<file path="config.mk">
export PLATFORM = sky130hd
export DESIGN_NAME = result_display_driver
export DESIGN_NICKNAME = d
export VERILOG_FILES = /design/src/rtl/result_display_driver.sv
export SDC_FILE = /design/constraint.sdc
export NUM_CORES = 1
export LEC_CHECK = 0
export ABC_AREA = 1
export BUFFER_PORTS_ARGS = -buffer_cell sky130_fd_sc_hd__buf_2
export CELL_PAD_IN_SITES_DETAIL_PLACEMENT = 0
export CELL_PAD_IN_SITES_GLOBAL_PLACEMENT = 1
export CORE_MARGIN = 5
export CORE_UTILIZATION = 49
export CTS_BUF_LIST = sky130_fd_sc_hd__clkbuf_4 sky130_fd_sc_hd__clkbuf_8
export CTS_CLUSTER_DIAMETER = 80
export DETAILED_ROUTE_END_ITERATION = 6
export PLACE_DENSITY = 0.95
export SETUP_SLACK_MARGIN = 0.15
export SYNTH_ARGS = -nofsm -noshare
export SYNTH_HDL_FRONTEND = slang
export SYNTH_SLANG_ARGS = --single-unit
</file>
<file path="constraint.sdc">
create_clock -name clock -period 3.2 [get_ports clock]
set_input_delay 0.16 -clock clock [delete_from_list [all_inputs] [get_ports clock]]
set_output_delay 0.16 -clock clock [all_outputs]
set_load 0.03 [all_outputs]
</file>
<file path="src/rtl/result_display_driver.sv">
// Converts the 8-bit result to BCD one bit per cycle (double dabble) and
// scans sign/hundreds/tens/ones onto a shared 7-segment bus.
module result_display_driver #(
  parameter int REFRESH_DIV = 1024
) (
  input  logic        clock,
  input  logic        Reset,
  input  logic [7:0]  value_in,
  input  logic        signed_mode,
  input  logic        update,
  output logic        busy,
  output logic        done,
  output logic [11:0] bcd_out,
  output logic        neg_out,
  output logic [6:0]  seg_out,
  output logic [3:0]  digit_sel
);

  localparam int CW = (REFRESH_DIV > 1) ? $clog2(REFRESH_DIV) : 1;

  typedef enum logic {IDLE, CONVERT} state_t;

  state_t      state;
  logic [7:0]  mag;
  logic [11:0] bcd;
  logic [11:0] bcd_adj;
  logic [11:0] bcd_shift;
  logic        sign;
  logic [2:0]  bit_cnt;

  logic [CW-1:0] refresh_cnt;
  logic [1:0]    scan_idx;
  logic [1:0]    next_idx;
  logic          wrap;
  logic [6:0]    next_seg;

  function automatic logic [6:0] seg_code(input logic [3:0] d);
    case (d)
      4'd0:    seg_code = 7'h3F;
      4'd1:    seg_code = 7'h06;
      4'd2:    seg_code = 7'h5B;
      4'd3:    seg_code = 7'h4F;
      4'd4:    seg_code = 7'h66;
      4'd5:    seg_code = 7'h6D;
      4'd6:    seg_code = 7'h7D;
      4'd7:    seg_code = 7'h07;
      4'd8:    seg_code = 7'h7F;
      4'd9:    seg_code = 7'h6F;
      default: seg_code = 7'h00;
    endcase
  endfunction

  always_comb begin
    bcd_adj = bcd;
    for (int unsigned i = 0; i < 3; i++) begin
      if (bcd[i*4 +: 4] >= 4'd5)
        bcd_adj[i*4 +: 4] = bcd[i*4 +: 4] + 4'd3;
    end
    bcd_shift = {bcd_adj[10:0], mag[7]};
  end

  // The magnitude always fits in 8 bits: -128 negates to 0x80 = 128 unsigned.
  always_ff @(posedge clock or posedge Reset) begin
    if (Reset) begin
      state   <= IDLE;
      busy    <= 1'b0;
      done    <= 1'b0;
      bcd_out <= '0;
      neg_out <= 1'b0;
      mag     <= '0;
      bcd     <= '0;
      sign    <= 1'b0;
      bit_cnt <= '0;
    end else begin
      done <= 1'b0;
      case (state)
        IDLE: begin
          if (update) begin
            if (signed_mode && value_in[7]) begin
              mag  <= ~value_in + 8'd1;
              sign <= 1'b1;
            end else begin
              mag  <= value_in;
              sign <= 1'b0;
            end
            bcd     <= '0;
            bit_cnt <= '0;
            busy    <= 1'b1;
            state   <= CONVERT;
          end
        end
        CONVERT: begin
          bcd     <= bcd_shift;
          mag     <= {mag[6:0], 1'b0};
          bit_cnt <= bit_cnt + 3'd1;
          if (bit_cnt == 3'd7) begin
            bcd_out <= bcd_shift;
            neg_out <= sign;
            done    <= 1'b1;
            busy    <= 1'b0;
            state   <= IDLE;
          end
        end
        default: state <= IDLE;
      endcase
    end
  end

  always_comb begin
    wrap     = (refresh_cnt == CW'(REFRESH_DIV - 1));
    next_idx = wrap ? scan_idx + 2'd1 : scan_idx;
    case (next_idx)
      2'd3:    next_seg = neg_out ? 7'h40 : 7'h00;
      2'd2:    next_seg = (bcd_out[11:8] == 4'd0) ? 7'h00 : seg_code(bcd_out[11:8]);
      2'd1:    next_seg = (bcd_out[11:4] == 8'd0) ? 7'h00 : seg_code(bcd_out[7:4]);
      default: next_seg = seg_code(bcd_out[3:0]);
    endcase
  end

  // digit_sel and seg_out are both derived from next_idx so they stay aligned.
  always_ff @(posedge clock or posedge Reset) begin
    if (Reset) begin
      refresh_cnt <= '0;
      scan_idx    <= '0;
      digit_sel   <= 4'b0001;
      seg_out     <= 7'h3F;
    end else begin
      refresh_cnt <= wrap ? '0 : refresh_cnt + CW'(1);
      scan_idx    <= next_idx;
      digit_sel   <= 4'b0001 << next_idx;
      seg_out     <= next_seg;
    end
  end

endmodule

</file>
; ---- Word level (Yosys, flattened, before mapping)
; Memories as Yosys holds them, arrays and structs flattened.
; Cells that the tools add are included.
[op_classes]
bitwise = 2
addsub = 7
mul = 0
mux = 25
eq_ne = 7
n_reduce_logical = 6
n_lt_le_gt_ge = 3
n_shift = 1
n_div = 0
[op_table]
columns = op, n
row1 = $pmux W12 S2, 1
row2 = $mux W7, 3
row3 = $pmux W7 S3, 1
row4 = $mux W8, 2
row5 = $pmux W8 S2, 1
row6 = $ge A4 B3 Y1 const B, 3
row7 = $mux W12, 1
row8 = $add A10 B1 Y10 const B, 1
row9 = $eq A10 B10 Y1 const B, 1
row10 = $mux W10, 1
row11 = $add A4 B2 Y4 const B, 2
row12 = $add A8 B1 Y8 const B, 1
row13 = $logic_not A8 Y1, 1
row14 = $mux W4, 2
row15 = $not A8 Y8, 1
row16 = $mux W1, 7
row17 = $mux W3, 2
row18 = $pmux W3 S2, 1
row19 = $reduce_and A2 Y1, 3
row20 = $eq A2 B2 Y1 const B, 2
row21 = $logic_not A4 Y1, 1
row22 = $pmux W1 S2, 2
row23 = $shl A1 B2 Y4 const A, 1
row24 = $add A3 B1 Y3 const B, 1
row25 = 9 further kinds, 9
[word_totals]
mem_count = 3
word_cells = 67
reg_bits = 63
latchBits = 0
input_bits = 12
mem_bits_ro = 336
out_inout_bits = 26
ram_bits = 0
[memory_table]
columns = memory, words, word_bits, read_ports, rd_ports_with_merged_regs, write_ports, line_no
row1 = (name not given), 16, 7, 1, 0, 0, 38  ; case (d)
row2 = (name not given), 16, 7, 1, 0, 0, 38
row3 = (name not given), 16, 7, 1, 0, 0, 38

; ---- Depth between registers and ports, before layout
; Gate-level depths: netlist (run 1).
[logic_depth]
depth_word = 5
ltp_mapped = 11
mapped_depth_nobuf = 10

; ---- Least setup slack after synthesis (run 1)
; No wires, ideal clock.
[synth_path]
path_kind = reg2reg
from = register bcd_out[9]
to = register seg_out[0]
n_path_buf = 0
t_required_ps = 3136
arrival_time_ps = 1551
period_less_slack_ps = 1615
stages_incl_launch_ff = 10
slack_ps = 1585
setup_ps = 64
path_cell_list = dfrtp_1 -> inv_1 -> ha_1 -> inv_1 -> nor2_1 -> nand2_1 -> nor2_1 -> nor2_1 -> nand3_1 -> nand3_1
[synth_between]
elab_chain_cells = 3
elab_cells_between_ends = 6
cone_classes = mux: 3 / reduce/logical: 2 / memory: 1
[synth_lines]
columns = element, line_no
row1 = start: declaration, 13  ; output logic [11:0] bcd_out,
row2 = start signal: assignment, 97  ; bcd_out <= bcd_shift;
row3 = $mem_v2 Z16 W7 (tied with other cells), --
row4 = $mux W7 (on tied branches), "114, 115"
row5 = $pmux W7 S3 (*), 112  ; case (next_idx)
row6 = via next_seg[0], 35  ; logic [6:0] next_seg;
row7 = end signal: assignment, 131  ; seg_out <= next_seg;
row8 = end: declaration, 15  ; output logic [6:0] seg_out,
; The timed path passes the listed nets; every way through them passes the cells marked *.
; A chain may end at the register's enable or synchronous reset.

; ---- Final worst setup path (run 1)
[layout_path]
from = register state
to = register bcd[1]
[layout_between]
elab_chain_cells = 2
elab_cells_between_ends = 3
cone_classes = eq/ne: 1 / mux: 1 / bitwise: 1
[layout_lines]
columns = element, line_no
row1 = start: declaration, 23  ; state_t state;
row2 = start signal: assignment, 65  ; state <= IDLE;
row3 = start signal: assignment, 89  ; state <= CONVERT;
row4 = start signal: assignment, 101  ; state <= IDLE;
row5 = $not A1 Y1 (no source line), --
row6 = $pmux W12 S2 / $ne A2 B2 Y1 (equally long branches), --
row7 = end signal: assignment, 93  ; bcd <= bcd_shift;
row8 = end: declaration, 25  ; logic [11:0] bcd;
; Parallel ways exist; a longest one is shown, timed or not.

==> results.cfg, run 1 <==
[status]
status = complete, no violations

[floorplanning]
dieWidth_um = 94.0
core_area_mm2 = 0.00683
fp.dieH_um = 94.0
row_count = 30
die_area_mm2 = 0.00883
initial_core_util_pct = 50.6
io_pins = 38

[place]
placed_cell_area_mm2 = 0.00373
hpwlAfterDp_mm = 4.95
portBuffers = 37
gp_congestion = 0.857

[synthesis]
avgSynthCellArea_um2 = 8.55
synth_seq_cells = 63
ys_seq_area_share_pct = 45.9
netlist_area_mm2 = 0.00345
synth_top_area_cell = dfrtp_1
async_flop_share_pct = 100
synth_edf_count = 0
yosys.area.top_type_share_pct = 40.6
yosysMostFrequentCell = nand2_1
synthTopCellsByArea = dfrtp_1 41%, ha_1 9.1%, nand2_1 8.8%, o21ai_0 6.4%, inv_1 6.0%
syn-num-nets = 441
yosys_warnings = 0
synth.distinct_cells = 30
syn_inst = 404
yosys_most_used_dff = dfrtp_1
synthTopCellsByCount = 81 x nand2_1, 56 x dfrtp_1, 55 x inv_1, 44 x o21ai_0, 28 x nand3_1

[global_route]
grt_pass1_vias = 2440
grt_first_pass_wirelength_mm = 11.0
antenna_found_initial = 0
track_usage_pct = 15.8
grt-ovfl-total = 0
grt_max_degree = 39

[worst_hold_path]
hold_class = input port to register
holdCritStartpoint = value_in[7]

[setup_path]
required_ns = 3.45
cp.arrival_ns = 2.08
cpPeakStageDelay_ns = 0.63
criticalPathCategory = register to register
path_cells = nor2_1, inv_1, o22ai_1
end_kind = register
reg2reg_from = state
crit_start = state
reg2reg_slack_ns = 1.37
crit_fanout = 13
start_kind = register
critical_path.slowest_cell = nor2_1

[sta]
setup_viol = 0
slew_headroom_pct = 50.3
tightestPinTransition_ns = 0.743
rsz0062_at_grt = no
maxSlewViolCount = 0
post-route-min-period_ns = 1.83
final_hold_viol_count = 0
fin_setup_tns_ns = 0
fin_skew_ns = 0.00784
period_share_pct = 57.3
clock.fmax_mhz = 545

[drt]
drcViolationCount = 0
wire_per_inst_um = 12.1
drtIter0Drc = 106
drt-total-wl_mm = 6.58
via_count = 2683
antenna_left = 0
dr.pass1.iters = 4
via_per_inst = 4.93

[cells_and_area]
design_area_mm2 = 0.00389
layout-drive-gt1-share_pct = 18.3
nets = 483
num_antenna_cells = 0
syn_to_final_growth_pct = 12.7

[clocking]
clock_latency_ns = 0.34
cts_tree = done
clockBufferDepth = 2
htreeDepth = 3
cts-resized-gates = 0
clock_sinks = 63
cts_root_buf = clkbuf_8
clkTransAtPathRegs_ns = 0.06
cts_buffers = 9

[power_and_ir_drop]
leakage_nw = 2.00
irDropWorstVdd_uv = 419
p_per_area_mw_per_mm2 = 935

[flow_run]
maxCapViolations = 0
## flip-flops by register name, summed over array words and instances (netlist names)
name	flops
mag	8
busy	1
scan_idx	2
bit_cnt	3
sign	1
state	1
bcd	12
neg_out	1
done	1
bcd_out	12
seg_out	7
digit_sel	4
refresh_cnt	10
## metal layers
layer / GRT usage (%) / wire [µm] / up-vias
met5: 0 / 0 / -
li1: - / - / 1403
met4: 6.50 / 118 / 0
met3: 3.69 / 248 / 11
met1: 21.2 / 3250 / 1219
met2: 24.5 / 2960 / 50
## timing repair
| item | in CTS | in global routing |
|---|---|---|
| setup buffers | 0 | 0 |
| endpoints found under the hold margin | 30 | 0 |
| hold buffers | 1 | 0 |
## layout by cell type (no fill, tap or decap), drive strengths merged
cell,n
a22oi,4
nand4,9
xor2,8
clkbuf,11
nor3,2
ha,25
nor2,30
nand3,31
o21bai,1
o21ai,44
or2,7
a22o,3
dfstp,7
nand2,85
a21oi,7
buf,38
inv,60
clkinv,2
xnor2,2
o22ai,12
dlygate4sd3,1
o211ai,3
dfrtp,56
## report_power, final
group          total [mW]  internal, mW  switching [mW]
clock network       0.580         0.295           0.285
registers            1.34          1.11           0.228
logic                1.72         0.589            1.14
total                3.64          1.99            1.65
## worst max-delay path: cells and delay by family, from the launching register on
family                 cells  cell delay [ns]
AOI/OAI and AO/OA          1             0.25
buffers and inverters      1             0.37
DFF                        1             0.49
and+or+nand+nor            1             0.63
## metrics by stage
stage               instances  hold slack [ns]  total power, mW  setup WS (ns)  util, %
floorplan                 404            0.308             2.63           1.48        -
global placement          530            0.333             3.02           1.45     54.6
CTS                       544            0.101             3.66           1.38     57.0
detailed placement        530            0.341             3.07           1.39     54.6
finish                    544            0.105             3.64           1.37     57.0
global route              544            0.122             3.96           1.17     57.0
## cells by family (layout without fill, tap and decap cells)
group           after synthesis  in the layout  synth area share (%)
compound gates               74             74                  12.1
xor+xnor                     10             10                  2.54
fa+ha+maj                    25             25                  9.05
buf+inv                      68            112                  7.68
flops                        63             63                  45.9
simple gates                164            164                  22.8
## area by class of cell
type	count	area [µm²]
Timing Repair Buffer	39	203
Fill cell	618	2940
Clock buffer	11	145
Multi-Input combinational cell	273	1600
Inverter	60	225
Sequential cell	63	1590
Clock inverter	2	10.0
Tap cell	96	120
## worst paths after layout
| kind | to | depth (start not counted) |
|---|---|---|
| worst max-delay path | bcd[1] | 3 |
| worst min-delay path | mag[7] | 3 |
| worst max register to register | bcd[1] | 3 |
| worst min register to register | neg_out | 2 |
| max in group asynchronous | bcd[3] | 4 |
| min in group asynchronous | busy | 3 |
No activity file was read; power rests on OpenSTA's default activity.
==> run 2, diff against run 1 <==
--- a/config.mk
+++ b/config.mk
@@ -10,11 +10,11 @@
 export CELL_PAD_IN_SITES_DETAIL_PLACEMENT = 0
 export CELL_PAD_IN_SITES_GLOBAL_PLACEMENT = 1
 export CORE_MARGIN = 5
-export CORE_UTILIZATION = 49
+export CORE_UTILIZATION = 46
 export CTS_BUF_LIST = sky130_fd_sc_hd__clkbuf_4 sky130_fd_sc_hd__clkbuf_8
 export CTS_CLUSTER_DIAMETER = 80
 export DETAILED_ROUTE_END_ITERATION = 6
-export PLACE_DENSITY = 0.95
+export PLACE_DENSITY = 0.91
 export SETUP_SLACK_MARGIN = 0.15
 export SYNTH_ARGS = -nofsm -noshare
 export SYNTH_HDL_FRONTEND = slang
==> constraint.sdc (replaced) <==
create_clock -name clock -period 1.8 [get_ports clock]
set_input_delay 0.09 -clock clock [delete_from_list [all_inputs] [get_ports clock]]
set_output_delay 0.09 -clock clock [all_outputs]
set_load 0.03 [all_outputs]
==> results.cfg, run 2 (synthesis gave the netlist of run 1 again) <==
[power_and_ir_drop]
irDropWorstVdd_uv = 515
p_per_area_mw_per_mm2 = 1600
leakage_nw = 2.05

[sta]
slew_headroom_pct = 62.2
fin_setup_tns_ns = 0
tightestPinTransition_ns = 0.565
period_share_pct = 88.9
clock.fmax_mhz = 625
maxSlewViolCount = 0
setup_viol = 0
fin_skew_ns = 0.00645
rsz0062_at_grt = yes
post-route-min-period_ns = 1.60
final_hold_viol_count = 0

[cells_and_area]
syn_to_final_growth_pct = 16.6
nets = 492
final_cell_mix = 78 x nand2_1, 55 x dfrtp_1, 52 x inv_1
num_antenna_cells = 0
layout-drive-gt1-share_pct = 22.1
design_area_mm2 = 0.00403
utilization_pct = 55.3
layout_commonest_cell = nand2_1
reg.largest.list = bcd (12), bcd_out (12), refresh_cnt (10)

[setup_path]
critPathTopFamily = simple AND/OR/NAND/NOR gates
crit_buf_inv = 0
critical_path.slowest_cell = dfrtp_1
reg2reg_slack_ns = 0.20
cpPeakStageDelay_ns = 0.38
crit_fanout = 7
start_kind = register
reg2reg_from = refresh_cnt[0]
path_cells = ha_2, nand2_1, nor2_4, nand3_4, nand2_4, nand2_4, nor2_8, nand2_1, nand3_1
required_ns = 2.07
reg2reg_to = seg_out[1]
cp_num_cells = 9
worstSetupEndpoint = seg_out[1]
worstRegToRegCells = 9
cp.arrival_ns = 1.87
end_kind = register
criticalPathCategory = register to register
crit_start = refresh_cnt[0]

[global_route]
met1_usage_pct = 18.8
grt_max_degree = 38
grt_first_pass_wirelength_mm = 11.3
met3_usage_pct = 2.95
grt_pass1_vias = 2513
gr-usage-met2_pct = 22.9
track_usage_pct = 14.8
antenna_found_initial = 0
grt-ovfl-total = 0
grt_busiest_layer = met2

[drt]
antenna_left = 0
drt-total-wl_mm = 6.79
wire_per_inst_um = 12.2
drtIter0Drc = 101
via_count = 2742
dr.pass1.iters = 4
via_per_inst = 4.94
drcViolationCount = 0

[floorplanning]
row_count = 31
initial_core_util_pct = 47.4
fp.dieH_um = 96.7
core_area_mm2 = 0.00729
die_area_mm2 = 0.00934
io_pins = 38
dieWidth_um = 96.7

[clocking]
cts_root_buf = clkbuf_8
cts_buffers = 9
clock_sinks = 63
cts_tree = done
clockBufferDepth = 2
htreeDepth = 3
clock_latency_ns = 0.33
clkTransAtPathRegs_ns = 0.06

[place]
placed_cell_area_mm2 = 0.00377
portBuffers = 37
hpwlAfterDp_mm = 5.09
gp_congestion = 0.854

[status]
status = complete, no violations

[flow_run]
maxCapViolations = 0

[worst_hold_path]
hold_class = input port to register
-- run 2: cell count changes in the layout (fill, tap and decap cells not counted), moves of 2 or more --
cell     change
buf_4        +7
inv_1        -2
nand2_1      -3
nand2_8      +2
nor2_1       -2
nor2_2       +2
o21ai_0      -2
-- run 2: worst min-delay path by stage --
stage / start / end / slack (ns) / cells past startpoint
after floorplan: value_in[7] / mag[7] / 0.24 / 2
after global placement: Reset / done / 0.18 / 2
after detailed placement: Reset / busy / 0.18 / 2
after CTS: value_in[7] / mag[7] / 0.02 / 3
after global routing: value_in[7] / mag[7] / 0.06 / 3
final: value_in[7] / mag[7] / 0.03 / 3
-- run 2: report_power, final --
part / internal, mW / leakage, nW / switching (mW)
Combinational: 1.11 / 1.19 / 2.04
Sequential: 1.97 / 0.783 / 0.399
Clock: 0.460 / 0.0764 / 0.482
-- run 2: per-layer routing --
layer | up-vias | wire length, µm
li1 | 1423 | -
met5 | - | 0
met2 | 48 | 3180
met1 | 1253 | 3170
met3 | 18 | 242
met4 | 0 | 200
-- run 2: worst reg2reg max path: cells and delay by family, from the launching register on --
family | cells | cell delay (ns)
DFF | 1 | 0.38
and+or+nand+nor | 8 | 0.97
adders and majority gates | 1 | 0.19
-- run 2: repair_timing --
action	in CTS	in global routing
hold endpoints to repair	19	0
hold buffers	1	0
gates resized for setup	3	16
setup buffers	2	3
setup endpoints to repair	6	15
pin swaps	2	7
cloned	0	1
-- run 2: area by class of cell --
cell class	count	area, µm²
multi-input cells	274	1680
flip-flops and latches	63	1590
inverters	60	228
repair buffers	47	275
fillers	690	3260
well taps	99	124
clock buffers	9	124
clock inverters	3	15.0
-- run 2: through the flow --
step | setup slack, ns | std cells | hold WS (ns) | power [mW]
after floorplan | 0.152 | 404 | 0.238 | 4.67
after global placement | 0.173 | 536 | 0.176 | 5.40
after detailed placement | 0.0690 | 536 | 0.180 | 5.49
after CTS | 0.168 | 551 | 0.0200 | 6.46
after global routing | 0.0947 | 555 | 0.0574 | 7.05
final | 0.201 | 555 | 0.0292 | 6.46
